`src/rtl/mc_pkg.sv`:
```
// Multicycle controller shared types: state enum, opcode constants,
// datapath select encodings and the packed control-word payload.
package mc_pkg;

  localparam int unsigned RETIRED_W = 32;
  localparam int unsigned OPCODE_W  = 7;

  typedef enum logic [3:0] {
    ST_IDLE,
    ST_FETCH,
    ST_DECODE,
    ST_EXEC,
    ST_WB_ALU,
    ST_ADDR,
    ST_MEM,
    ST_WB_MEM,
    ST_BRANCH,
    ST_JAL,
    ST_TRAP
  } mc_state_e;

  localparam logic [OPCODE_W-1:0] OP_RTYPE  = 7'b0110011;
  localparam logic [OPCODE_W-1:0] OP_ITYPE  = 7'b0010011;
  localparam logic [OPCODE_W-1:0] OP_LOAD   = 7'b0000011;
  localparam logic [OPCODE_W-1:0] OP_STORE  = 7'b0100011;
  localparam logic [OPCODE_W-1:0] OP_BRANCH = 7'b1100011;
  localparam logic [OPCODE_W-1:0] OP_JAL    = 7'b1101111;

  localparam logic [1:0] ALU_ADD   = 2'b00;
  localparam logic [1:0] ALU_BR    = 2'b01;
  localparam logic [1:0] ALU_FUNCT = 2'b10;

  localparam logic       SRCA_PC   = 1'b0;
  localparam logic       SRCA_RS1  = 1'b1;
  localparam logic [1:0] SRCB_RS2  = 2'b00;
  localparam logic [1:0] SRCB_FOUR = 2'b01;
  localparam logic [1:0] SRCB_IMM  = 2'b10;

  localparam logic [1:0] WB_ALUOUT = 2'b00;
  localparam logic [1:0] WB_MDR    = 2'b01;
  localparam logic [1:0] WB_PC     = 2'b10;

  localparam logic PCSRC_ALU    = 1'b0;
  localparam logic PCSRC_ALUOUT = 1'b1;
  localparam logic ADDR_PC      = 1'b0;
  localparam logic ADDR_ALUOUT  = 1'b1;

  // Control word driven to the datapath each cycle
  typedef struct packed {
    logic       mem_req;
    logic       mem_we;
    logic       addr_sel;
    logic       pc_we;
    logic       ir_we;
    logic       mdr_we;
    logic       aluout_we;
    logic       reg_we;
    logic       pc_src;
    logic [1:0] wb_sel;
    logic [1:0] alu_op;
    logic       src_a;
    logic [1:0] src_b;
    logic       trap;
  } mc_ctl_t;

endpackage

```
`src/rtl/mc_ctrl_if.sv`:
```
// Controller <-> datapath/memory bundle. master = controller, slave = datapath side.
interface mc_ctrl_if;
  import mc_pkg::*;

  logic                      run;
  logic [OPCODE_W-1:0]       opcode;
  logic                      br_taken;
  logic                      mem_ready;
  logic                      mem_req;
  logic                      mem_we;
  logic                      addr_sel;
  logic                      pc_we;
  logic                      ir_we;
  logic                      mdr_we;
  logic                      aluout_we;
  logic                      reg_we;
  logic                      pc_src;
  logic [1:0]                wb_sel;
  logic [1:0]                alu_op;
  logic                      src_a;
  logic [1:0]                src_b;
  logic                      trap;
  logic                      bus_err;
  logic [RETIRED_W-1:0]      retired;

  modport master (
    input  run, opcode, br_taken, mem_ready,
    output mem_req, mem_we, addr_sel, pc_we, ir_we, mdr_we, aluout_we, reg_we,
           pc_src, wb_sel, alu_op, src_a, src_b, trap, bus_err, retired
  );

  modport slave (
    output run, opcode, br_taken, mem_ready,
    input  mem_req, mem_we, addr_sel, pc_we, ir_we, mdr_we, aluout_we, reg_we,
           pc_src, wb_sel, alu_op, src_a, src_b, trap, bus_err, retired
  );
endinterface

```
`src/rtl/mc_mem_timer.sv`:
```
// Counts consecutive memory wait cycles; flags the cycle that reaches the limit.
module mc_mem_timer #(
  parameter int unsigned TIMEOUT_CYCLES = 64
) (
  input  logic clk,
  input  logic rst_n,
  input  logic i_wait,
  output logic o_expire_c
);
  localparam int unsigned CNT_W = $clog2(TIMEOUT_CYCLES + 1);

  logic [CNT_W-1:0] r_cnt;

  // Wait-cycle counter: any non-wait cycle (ready or state exit) clears it
  always_ff @(posedge clk or negedge rst_n) begin
    if (!rst_n) begin
      r_cnt <= '0;
    end else if (!i_wait) begin
      r_cnt <= '0;
    end else if (r_cnt != CNT_W'(TIMEOUT_CYCLES)) begin
      r_cnt <= r_cnt + CNT_W'(1);
    end
  end

  assign o_expire_c = i_wait && (r_cnt == CNT_W'(TIMEOUT_CYCLES - 1));
endmodule

```
`src/rtl/mc_ctrl.sv`:
```
// Multicycle RV-style control FSM. Optional memory timeout via MC_CTRL_MEM_TIMEOUT_EN.
module mc_ctrl
  import mc_pkg::*;
#(
  parameter int unsigned TIMEOUT_CYCLES = 64
) (
  input  logic        clk,
  input  logic        rst_n,
  mc_ctrl_if.master   bus
);
  mc_state_e            r_state;
  mc_state_e            w_next;
  mc_ctl_t              w_ctl;
  logic                 w_retire;
  logic                 w_expire;
  logic [RETIRED_W-1:0] r_retired;

`ifdef MC_CTRL_MEM_TIMEOUT_EN
  logic w_wait;
  logic r_bus_err;

  assign w_wait = ((r_state == ST_FETCH) || (r_state == ST_MEM)) && !bus.mem_ready;

  mc_mem_timer #(.TIMEOUT_CYCLES(TIMEOUT_CYCLES)) u_timer (
    .clk        (clk),
    .rst_n      (rst_n),
    .i_wait     (w_wait),
    .o_expire_c (w_expire)
  );

  // Sticky bus error, set on the timeout cycle
  always_ff @(posedge clk or negedge rst_n) begin
    if (!rst_n) begin
      r_bus_err <= 1'b0;
    end else if (w_expire) begin
      r_bus_err <= 1'b1;
    end
  end

  assign bus.bus_err = r_bus_err;
`else
  logic [31:0] w_unused_cfg;
  assign w_unused_cfg = 32'(TIMEOUT_CYCLES);
  assign w_expire     = 1'b0;
  assign bus.bus_err  = 1'b0;
`endif

  // State register
  always_ff @(posedge clk or negedge rst_n) begin
    if (!rst_n) begin
      r_state <= ST_IDLE;
    end else begin
      r_state <= w_next;
    end
  end

  // Retired-instruction counter, wraps naturally
  always_ff @(posedge clk or negedge rst_n) begin
    if (!rst_n) begin
      r_retired <= '0;
    end else if (w_retire) begin
      r_retired <= r_retired + RETIRED_W'(1);
    end
  end

  // Next state and control word
  always_comb begin
    w_next   = r_state;
    w_ctl    = '0;
    w_retire = 1'b0;
    case (r_state)
      ST_IDLE: begin
        if (bus.run) w_next = ST_FETCH;
      end
      ST_FETCH: begin
        w_ctl.mem_req  = 1'b1;
        w_ctl.addr_sel = ADDR_PC;
        w_ctl.alu_op   = ALU_ADD;
        w_ctl.src_a    = SRCA_PC;
        w_ctl.src_b    = SRCB_FOUR;
        if (bus.mem_ready) begin
          w_ctl.ir_we  = 1'b1;
          w_ctl.pc_we  = 1'b1;
          w_ctl.pc_src = PCSRC_ALU;
          w_next       = ST_DECODE;
        end else if (w_expire) begin
          w_next = ST_TRAP;
        end
      end
      ST_DECODE: begin
        w_ctl.alu_op    = ALU_ADD;
        w_ctl.src_a     = SRCA_PC;
        w_ctl.src_b     = SRCB_IMM;
        w_ctl.aluout_we = 1'b1;
        case (bus.opcode)
          OP_RTYPE, OP_ITYPE: w_next = ST_EXEC;
          OP_LOAD, OP_STORE:  w_next = ST_ADDR;
          OP_BRANCH:          w_next = ST_BRANCH;
          OP_JAL:             w_next = ST_JAL;
          default:            w_next = ST_TRAP;
        endcase
      end
      ST_EXEC: begin
        w_ctl.alu_op    = ALU_FUNCT;
        w_ctl.src_a     = SRCA_RS1;
        w_ctl.src_b     = (bus.opcode == OP_RTYPE) ? SRCB_RS2 : SRCB_IMM;
        w_ctl.aluout_we = 1'b1;
        w_next          = ST_WB_ALU;
      end
      ST_WB_ALU: begin
        w_ctl.reg_we = 1'b1;
        w_ctl.wb_sel = WB_ALUOUT;
        w_retire     = 1'b1;
      end
      ST_ADDR: begin
        w_ctl.alu_op    = ALU_ADD;
        w_ctl.src_a     = SRCA_RS1;
        w_ctl.src_b     = SRCB_IMM;
        w_ctl.aluout_we = 1'b1;
        w_next          = ST_MEM;
      end
      ST_MEM: begin
        w_ctl.mem_req  = 1'b1;
        w_ctl.addr_sel = ADDR_ALUOUT;
        w_ctl.mem_we   = (bus.opcode == OP_STORE);
        if (bus.mem_ready) begin
          if (bus.opcode == OP_STORE) begin
            w_retire = 1'b1;
          end else begin
            w_ctl.mdr_we = 1'b1;
            w_next       = ST_WB_MEM;
          end
        end else if (w_expire) begin
          w_next = ST_TRAP;
        end
      end
      ST_WB_MEM: begin
        w_ctl.reg_we = 1'b1;
        w_ctl.wb_sel = WB_MDR;
        w_retire     = 1'b1;
      end
      ST_BRANCH: begin
        w_ctl.alu_op = ALU_BR;
        w_ctl.src_a  = SRCA_RS1;
        w_ctl.src_b  = SRCB_RS2;
        w_ctl.pc_src = PCSRC_ALUOUT;
        w_ctl.pc_we  = bus.br_taken;
        w_retire     = 1'b1;
      end
      ST_JAL: begin
        w_ctl.pc_we  = 1'b1;
        w_ctl.pc_src = PCSRC_ALUOUT;
        w_ctl.reg_we = 1'b1;
        w_ctl.wb_sel = WB_PC;
        w_retire     = 1'b1;
      end
      ST_TRAP: begin
        w_ctl.trap = 1'b1;
      end
      default: begin
        w_next = ST_IDLE;
      end
    endcase
    // Instruction boundary: continue or park depending on run
    if (w_retire) w_next = bus.run ? ST_FETCH : ST_IDLE;
  end

  assign bus.mem_req   = w_ctl.mem_req;
  assign bus.mem_we    = w_ctl.mem_we;
  assign bus.addr_sel  = w_ctl.addr_sel;
  assign bus.pc_we     = w_ctl.pc_we;
  assign bus.ir_we     = w_ctl.ir_we;
  assign bus.mdr_we    = w_ctl.mdr_we;
  assign bus.aluout_we = w_ctl.aluout_we;
  assign bus.reg_we    = w_ctl.reg_we;
  assign bus.pc_src    = w_ctl.pc_src;
  assign bus.wb_sel    = w_ctl.wb_sel;
  assign bus.alu_op    = w_ctl.alu_op;
  assign bus.src_a     = w_ctl.src_a;
  assign bus.src_b     = w_ctl.src_b;
  assign bus.trap      = w_ctl.trap;
  assign bus.retired   = r_retired;
endmodule
```
`src/flat_wrapper.sv`:
```
// flat-port wrapper written by rule: the top's interface ports become plain ports
module mc_ctrl_flat import mc_pkg::*;
#(
  parameter int unsigned TIMEOUT_CYCLES = 64
)
  (clk, rst_n, bus_run, bus_opcode, bus_br_taken, bus_mem_ready, bus_mem_req, bus_mem_we, bus_addr_sel, bus_pc_we, bus_ir_we, bus_mdr_we, bus_aluout_we, bus_reg_we, bus_pc_src, bus_wb_sel, bus_alu_op, bus_src_a, bus_src_b, bus_trap, bus_bus_err, bus_retired);
  mc_ctrl_if bus_i ();
  input  logic clk;
  input  logic rst_n;
  input wire logic [$bits(bus_i.run)-1:0] bus_run;
  input wire logic [$bits(bus_i.opcode)-1:0] bus_opcode;
  input wire logic [$bits(bus_i.br_taken)-1:0] bus_br_taken;
  input wire logic [$bits(bus_i.mem_ready)-1:0] bus_mem_ready;
  output wire logic [$bits(bus_i.mem_req)-1:0] bus_mem_req;
  output wire logic [$bits(bus_i.mem_we)-1:0] bus_mem_we;
  output wire logic [$bits(bus_i.addr_sel)-1:0] bus_addr_sel;
  output wire logic [$bits(bus_i.pc_we)-1:0] bus_pc_we;
  output wire logic [$bits(bus_i.ir_we)-1:0] bus_ir_we;
  output wire logic [$bits(bus_i.mdr_we)-1:0] bus_mdr_we;
  output wire logic [$bits(bus_i.aluout_we)-1:0] bus_aluout_we;
  output wire logic [$bits(bus_i.reg_we)-1:0] bus_reg_we;
  output wire logic [$bits(bus_i.pc_src)-1:0] bus_pc_src;
  output wire logic [$bits(bus_i.wb_sel)-1:0] bus_wb_sel;
  output wire logic [$bits(bus_i.alu_op)-1:0] bus_alu_op;
  output wire logic [$bits(bus_i.src_a)-1:0] bus_src_a;
  output wire logic [$bits(bus_i.src_b)-1:0] bus_src_b;
  output wire logic [$bits(bus_i.trap)-1:0] bus_trap;
  output wire logic [$bits(bus_i.bus_err)-1:0] bus_bus_err;
  output wire logic [$bits(bus_i.retired)-1:0] bus_retired;
  assign bus_i.run = bus_run;
  assign bus_i.opcode = bus_opcode;
  assign bus_i.br_taken = bus_br_taken;
  assign bus_i.mem_ready = bus_mem_ready;
  assign bus_mem_req = bus_i.mem_req;
  assign bus_mem_we = bus_i.mem_we;
  assign bus_addr_sel = bus_i.addr_sel;
  assign bus_pc_we = bus_i.pc_we;
  assign bus_ir_we = bus_i.ir_we;
  assign bus_mdr_we = bus_i.mdr_we;
  assign bus_aluout_we = bus_i.aluout_we;
  assign bus_reg_we = bus_i.reg_we;
  assign bus_pc_src = bus_i.pc_src;
  assign bus_wb_sel = bus_i.wb_sel;
  assign bus_alu_op = bus_i.alu_op;
  assign bus_src_a = bus_i.src_a;
  assign bus_src_b = bus_i.src_b;
  assign bus_trap = bus_i.trap;
  assign bus_bus_err = bus_i.bus_err;
  assign bus_retired = bus_i.retired;
  mc_ctrl #(.TIMEOUT_CYCLES(TIMEOUT_CYCLES)) u_core (.clk(clk), .rst_n(rst_n), .bus(bus_i));
endmodule
```
`config.mk`:
```
export PLATFORM = sky130hd
export DESIGN_NAME = mc_ctrl_flat
export DESIGN_NICKNAME = d
export VERILOG_FILES = /design/src/rtl/mc_pkg.sv /design/src/rtl/mc_ctrl_if.sv /design/src/rtl/mc_mem_timer.sv /design/src/rtl/mc_ctrl.sv /design/src/flat_wrapper.sv
export SDC_FILE = /design/constraint.sdc
export NUM_CORES = 1
export LEC_CHECK = 0
export BUFFER_PORTS_ARGS = -buffer_cell sky130_fd_sc_hd__buf_2
export CAP_MARGIN = 20
export CORE_MARGIN = 5
export CORE_UTILIZATION = 46
export DETAILED_ROUTE_END_ITERATION = 6
export GPL_TIMING_DRIVEN = 0
export HOLD_SLACK_MARGIN = 0.03
export PLACE_DENSITY_LB_ADDON = 0.08
export SYNTH_ARGS = -nofsm -noshare
export SYNTH_HDL_FRONTEND = slang
export SYNTH_SLANG_ARGS = --single-unit
```
`constraint.sdc`:
```
create_clock -name clk -period 2 [get_ports clk]
set_clock_uncertainty 0.05 [all_clocks]
set_input_delay 0.4 -clock clk [delete_from_list [all_inputs] [get_ports clk]]
set_output_delay 0.4 -clock clk [all_outputs]
set_load 0.005 [all_outputs]
```
## Yosys cells after proc, flatten, opt, wreduce, memory -nomap -nowiden

Cells that the tools add are included.

- Word-level logic and storage cells: 61
- Input port bits: 12
- Output and inout bits: 50
- Bits in registers: 36

- Mux-type cells: 27
- Add/sub/neg operators: 1
- Reduce and logical (&&, ||, !) cells: 10
- Eq/ne operators: 21

Operator list:

| kind | number |
|---|---|
| 32-bit by 1-bit adder with 32-bit output, second input constant | 1 |
| 4-bit case mux with 7 select lines | 1 |
| 5-bit case mux with 5 select lines | 1 |
| 4-bit two-way mux | 5 |
| 4-bit by 3-bit == test with 1-bit output, second input constant | 4 |
| 4-bit case mux with 4 select lines | 1 |
| 7-bit by 6-bit == test with 1-bit output, second input constant | 2 |
| 7-bit == test, second input constant | 2 |
| 1-bit two-way mux | 14 |
| 4-bit == test, second input constant | 3 |
| 3-bit by 2-bit != test with 1-bit output, second input constant | 4 |
| 4-bit by 2-bit == test with 1-bit output, second input constant | 2 |
| 2-bit OR reduction | 4 |
| 7-bit by 2-bit == test with 1-bit output, second input constant | 1 |
| 7-bit by 5-bit == test with 1-bit output, second input constant | 1 |
| 3-bit OR reduction | 2 |
| 5-bit AND reduction | 1 |
| 5-bit OR reduction | 1 |
| 4-bit by 1-bit == test with 1-bit output, second input constant | 1 |
| 4-bit logical NOT | 1 |
| 2-bit two-way mux | 2 |
| 2-bit case mux with 2 select lines | 1 |
| 4-bit OR reduction | 1 |
| 1-bit case mux with 3 select lines | 1 |
| 2 further kinds | 2 |

## Depth between registers and ports, before layout

Gate-level depths: netlist of run 1.

- Depth after elaboration: 6
- Depth in mapped cells: 7
- Mapped depth without buffers: 5

## Worst setup path before layout of run 1

No wires, ideal clock.

- Path type: reg-to-reg
- Start: register u_core.r_state[0]
- End: register u_core.r_retired[30] (netlist: u_core.bus.retired[30])
- Path buffers: 1
- Library setup time: 0.123 ns
- Data arrival time: 1.682 ns
- Period minus slack after synthesis: 1.855 ns
- Data required time: 1.827 ns
- Stages on the path, launching flop included: 7
- Path slack: 0.145 ns
- Cells stage by stage: dfrtp_1 > buf_6 > and4bb_4 > nand4_4 > a2111oi_4 > nand4_1 > xnor2_1

- Cells in the longest elaborated chain, start to end: 3
- Elaborated cells on any way between the ends: 7
- Classes of those cells: eq/ne: 5; mux: 1; reduce/logical: 1

Ends and longest elaborated chain:

| item | RTL line | text |
|---|---|---|
| start, declared | mc_ctrl.sv:11 | `mc_state_e r_state;` |
| start signal, assigned | mc_ctrl.sv:53 | `r_state <= w_next;` |
| 4-bit == test / 4-bit by 3-bit == test with 1-bit output (equally long branches) | mc_ctrl.sv:71 | `case (r_state)` |
| 4-bit OR reduction (no source line) | n/a |  |
| 1-bit case mux with 2 select lines * | mc_ctrl.sv:71 |  |
| end signal, assigned | mc_ctrl.sv:62 | `r_retired <= r_retired + RETIRED_W'(1);` |
| end, declared | mc_ctrl.sv:16 | `logic [RETIRED_W-1:0] r_retired;` |

Every way passes the cells marked *; elsewhere a longest branch is shown, timed or not.
A chain may end at the register's enable or synchronous reset.

## Worst setup path after layout of run 1

Same ends and word-level chain as after synthesis.

==> flow_summary.yaml, run 1 <==
timing:
  hold_viol_final: 0
  worst_pin_slew_ns: 0.790
  tns_ns: 0
  post-route-min-period_ns: 1.98
  setup_viol: 0
  max_freq_mhz: 505
  hold-worst-slack_ns: 0.154
  rsz0062_at_grt: "yes"
  finalCritPeriodShare: 0.989
  final-max-slew-violation-count: 0
  max_slew_margin: 0.473
power_and_ir_drop:
  internal_power_mw: 1.67
  power_mw: 2.61
  p_seq_frac: 0.365
  p_switching_mw: 0.934
  p_sw_frac: 0.358
  vdd_drop_max_mv: 0.532
  p_leak_nw: 1.26
  p_per_area_mw_per_mm2: 995
  pwr-share-comb: 0.426
  clockPowerShare: 0.209
synth:
  synth_cells: 201
  synth-simple-area-share: 0.278
  synth_mux_area_frac: 0.0105
  synth_nets: 214
  avgSynthCellArea_um2: 10.1
  ys.flop_type: "dfrtp_1"
  ys_seq_area_frac: 0.444
  synth_area_mm2: 0.00203
  synth_top_family_by_area: "simple AND/OR/NAND/NOR gates"
  synth-seq-cells: 36
  synth.distinct_cells: 44
  synth_xor_area_frac: 0.138
  synth_compound_area_frac: 0.0900
  synth_edf_count: 0
  synthAdderAreaFrac: 0.00617
  async_flop_share: 1.00
  yosysWarnings: 0
global_routing:
  grt.total_usage: 0.156
  antenna_found_initial: 0
  grt_first_pass_wirelength_mm: 7.67
  grt_max_degree: 37
  overflow: 0
  grt_pass1_vias: 1648
cts:
  holdBufCountCts: 0
  clock-root-buffer: "clkbuf_8"
  clk_latency_ns: 0.28
  cts_tree: "built"
  htreeDepth: 2
  clock-sinks: 36
  clk_pin_slew_worst_paths_ns: 0.07
  ctsLongestPathBuffers: 2
  cts_buffers: 5
detailed_routing:
  wire_per_inst_um: 14.0
  dr.pass1.iters: 4
  routed_wl_mm: 4.61
  ant_nets: 0
  drc: 0
  first_iter_violations: 124
  drt-vias-per-instance: 5.25
  num_vias: 1726
cells_and_area:
  n_antenna_cell: 0
  layoutNonFillerInstCount: 329
  area_delta_synth_final_pct: 29.0
  multiInputGateArea_mm2: 0.00111
  fin_nets: 290
  drive_gt1_frac: 0.383
  seq_area_um2: 905
  final_util: 0.605
  fillers: 402
critical_path:
  cp_max_fo: 6
  worst-r2r-setup-slack_ns: 0.02
  critical_path_class: "register to register"
  cp.required_ns: 2.11
  cp-end-kind: "register"
  arrival_ns: 2.09
  startpoint_type: "register"
min_path:
  hold_class: "primary input to async pin"
placed_design:
  place_inst: 313
  post-dp-hpwl_mm: 3.36
  gp_congestion: 0.767
  portBuffers: 60
floorplan:
  die_area_mm2: 0.00584
  core-area_mm2: 0.00432
  die_w_um: 76.4
  die_height_um: 76.4
  io_pins: 62
  start_util: 0.469
  rows: 24
status:
  status: "complete, no violations"
flow_run:
  maxCapViolCount: 0
metal layers:
layer	part of all wire	global-route usage
met1	0.49	0.219
met2	0.44	0.233
met3	0.060	0.0508
met4	0.0033	0.0367
met5	0	0
flip-flops by register name (all words and copies together) (netlist names):
name and cells:
u_core.bus.retired 32, u_core.r_state 4
synth_stat cells, drive strengths merged, types with 4 or more instances:
| master | count | area [µm²] |
|---|---|---|
| dfrtp | 36 | 901 |
| xnor2 | 28 | 245 |
| nand4 | 17 | 121 |
| nand2 | 15 | 56.3 |
| nand3 | 14 | 70.1 |
| nor2 | 10 | 37.5 |
| a21oi | 9 | 48.8 |
| and3 | 8 | 50.1 |
| buf | 6 | 41.3 |
| nor3 | 6 | 30.0 |
| and4 | 4 | 35.0 |
| o21ai | 4 | 20.0 |
| xor2 | 4 | 35.0 |
final timing paths:
| path | end | cells past startpoint | startpoint |
|---|---|---|---|
| setup / recovery | u_core.bus.retired[30] | 7 | u_core.r_state[0] |
| hold / removal | u_core.r_state[2] | 1 | rst_n |
| max in group asynchronous | u_core.r_state[3] | 1 | rst_n |
| hold reg to reg | u_core.bus.retired[31] | 1 | u_core.bus.retired[31] |
| min in group clk | u_core.r_state[0] | 3 | bus_run |
| setup reg to reg | u_core.bus.retired[30] | 7 | u_core.r_state[0] |
final cells by class:
cell class | count | share of cell area
buffer | 9 | 0.0253
clock buffer | 7 | 0.0368
inverter | 3 | 0.00430
multi-input combinational | 153 | 0.423
sequential | 36 | 0.346
tap | 52 | 0.0249
timing repair buffer | 69 | 0.141
power groups by stage:
stage | clock network (mW) | logic [mW] | registers [mW]
final | 0.544 | 1.11 | 0.952
after global routing | 0.591 | 1.23 | 0.967
after CTS | 0.560 | 0.990 | 0.951
after detailed placement | 0 | 0.953 | 0.961
after global placement | 0 | 0.950 | 0.960
after floorplan | 0 | 0.638 | 0.944
stage by stage:
stage / worst slack [ns] / instance area (µm²)
floorplan: 0.145 / 2030
global placement: -0.215 / 2390
detailed placement: -0.201 / 2390
CTS: -0.00694 / 2540
global route: -0.0487 / 2620
finish: 0.0216 / 2620
cell usage in the layout, fill, tap and decap left out, types with 3 or more instances in the layout:
cell type | Yosys | layout
o21bai_1 | 3 | 3
nor2_1 | 10 | 10
nand2_1 | 15 | 13
or2_2 | 3 | 3
and3_1 | 8 | 8
nor2b_1 | 3 | 3
xor2_1 | 4 | 4
dfrtp_1 | 36 | 33
and4_1 | 4 | 3
dfrtp_2 | 0 | 3
nand3_1 | 14 | 14
xnor2_1 | 28 | 28
a21oi_1 | 8 | 7
clkbuf_8 | 0 | 7
nand4_1 | 16 | 16
nor3_1 | 6 | 4
buf_4 | 2 | 13
nand2b_1 | 3 | 3
o21ai_0 | 4 | 3
buf_2 | 3 | 62
cell families after synthesis:
| kind of cell | after synthesis |
|---|---|
| AOI/OAI and AO/OA | 24 |
| xor gates and xnor gates | 32 |
| adders and majority gates | 1 |
| buffers and inverters | 12 |
| DFF | 36 |
| muxes | 2 |
| other | 1 |
| and+or+nand+nor | 93 |
critical path: stages, from the launching register on:
cell and delay (ns):
dfrtp_1 0.37, buf_6 0.12, and4bb_4 0.35, nand4_4 0.15, a2111oi_4 0.36, buf_4 0.20, nand4_1 0.11, xnor2_1 0.14
timing repair:
item                                    4_1_cts  5_1_grt
endpoints found under the setup margin       21       28
resized for setup                            10       14
setup buffers                                 3        6
hold endpoints to repair                      0        0
pin swaps                                     2        2
Note: power is estimated with default switching activity, not from simulation.
==> inputs of run 2 (changes only) <==
- CORE_UTILIZATION: 46 -> 55
- CTS_CLUSTER_SIZE: not set -> 28
- clock period: 2 -> 2.43 ns (I/O delays scaled with it)
==> run 2 against run 1 <==
Against the previous run: worst setup slack better by 0.19 ns; worst hold slack better by 0.062 ns; power is 24% lower; critical path type is now register to output port; combinational power is 30% lower; routed wire length is 4.6% lower.
==> flow_summary.yaml, run 2 (synthesis results as in run 1) <==
timing:
  finalCritPeriodShare: 0.914
  tns_ns: 0
  worst_pin_slew_ns: 0.769
  setup_viol: 0
  rsz0062_at_grt: "no"
  max_slew_margin: 0.487
  hold_viol_final: 0
  max_freq_mhz: 450
  post-route-min-period_ns: 2.22
  final-max-slew-violation-count: 0
cts:
  clock-root-buffer: "clkbuf_8"
  ctsLongestPathBuffers: 2
  clk_latency_ns: 0.29
  cts_setup_buffers: 0
  cts_buffers: 5
  cts_tree: "built"
  holdBufCountCts: 0
  cts_resized: 0
  clock-sinks: 36
  htreeDepth: 2
  clk_pin_slew_worst_paths_ns: 0.08
global_routing:
  met1_usage: 0.243
  gr-usage-met2: 0.296
  antenna_found_initial: 0
  grt_pass1_vias: 1689
  grt.total_usage: 0.182
  grtUsageMet3: 0.0398
  grt_first_pass_wirelength_mm: 7.42
  top_usage_layer: "met2"
  overflow: 0
  grt_max_degree: 37
placed_design:
  gp_congestion: 0.790
  post-dp-hpwl_mm: 3.32
  placed_area_mm2: 0.00239
  portBuffers: 60
critical_path:
  critical-path-max-stage-delay_ns: 0.42
  rr_worst_depth: 7
  cp-end-kind: "output port"
  startpoint_type: "register"
  critical_path_class: "register to output port"
  crit_buf_inv: 2
  cp.required_ns: 1.89
  cpMaxStageDelayCell: "dfrtp_1"
  cp_max_fo: 10
  path_depth: 6
  cp_cell_sequence: "clkbuf_1 -> nand2_1 -> nor2_1 -> a21oi_1 -> o21bai_1 -> buf_2"
  cp_top_family: "buffers and inverters"
  arrival_ns: 1.68
min_path:
  hold_class: "primary input to async pin"
detailed_routing:
  first_iter_violations: 50
  wire_per_inst_um: 13.9
  drt-vias-per-instance: 5.50
  drc: 0
  routed_wl_mm: 4.40
  num_vias: 1745
  ant_nets: 0
  dr.pass1.iters: 4
floorplan:
  start_util: 0.563
  die_w_um: 70.7
  rows: 22
  core-area_mm2: 0.00361
  die_area_mm2: 0.00500
  die_height_um: 70.7
  io_pins: 62
cells_and_area:
  largest_reg_flops: 32
  area_delta_synth_final_pct: 22.1
  fin_nets: 281
  layout_commonest_cell: "buf_2"
  most-common-layout-cells: "63 x buf_2, 36 x dfrtp_1, 28 x xnor2_1"
  fin_area_mm2: 0.00248
  drive_gt1_frac: 0.316
  n_antenna_cell: 0
  fillers: 329
  seq_area_um2: 901
  multiInputGateArea_mm2: 0.00106
power_and_ir_drop:
  vdd_drop_max_mv: 0.692
  p_per_area_mw_per_mm2: 797
  p_leak_nw: 1.20
flow_run:
  maxCapViolCount: 0
status:
  status: "complete, no violations"
run 2: path summary, 6_finish.rpt:
| path | startpoint | end | slack, ns |
|---|---|---|---|
| setup / recovery | u_core.r_state[3] | bus_src_a | 0.21 |
| hold / removal | rst_n | u_core.bus.retired[31] | 0.22 |
| setup reg to reg | u_core.r_state[0] | u_core.bus.retired[9] | 0.31 |
| hold reg to reg | u_core.bus.retired[31] | u_core.bus.retired[31] | 0.42 |
| max in group asynchronous | rst_n | u_core.bus.retired[15] | 1.62 |
| min in group clk | u_core.bus.retired[31] | u_core.bus.retired[31] | 0.42 |
run 2: report_power, final:
part	switching (mW)	internal, mW
clock	0.220	0.200
combinational	0.424	0.356
sequential	0.0998	0.677
run 2: layer usage:
metal	routed length [µm]	up-vias
met2	2110	45
li1	-	846
met3	239	3
met5	0	-
met1	2030	851
met4	23	0
run 2: metrics by stage:
stage / hold WS (ns) / utilization / setup slack (ns) / instances / power, mW
3_3_place_gp: 0.407 / 0.663 / 0.151 / 309 / 1.57
6_report: 0.215 / 0.687 / 0.210 / 317 / 1.98
2_1_floorplan: 0.140 / - / 0.527 / 201 / 1.30
3_5_place_dp: 0.414 / 0.663 / 0.129 / 309 / 1.57
4_1_cts: 0.236 / 0.687 / 0.208 / 317 / 2.00
5_1_grt: 0.282 / 0.687 / 0.0429 / 317 / 2.13
run 2: layout make-up:
cell class / instances / area share
tap: 48 / 0.0242
clock buffer: 5 / 0.0278
timing repair buffer: 60 / 0.121
multi-input combinational: 153 / 0.430
sequential: 36 / 0.364
inverter: 3 / 0.00455
clock inverter: 3 / 0.00758
buffer: 9 / 0.0212
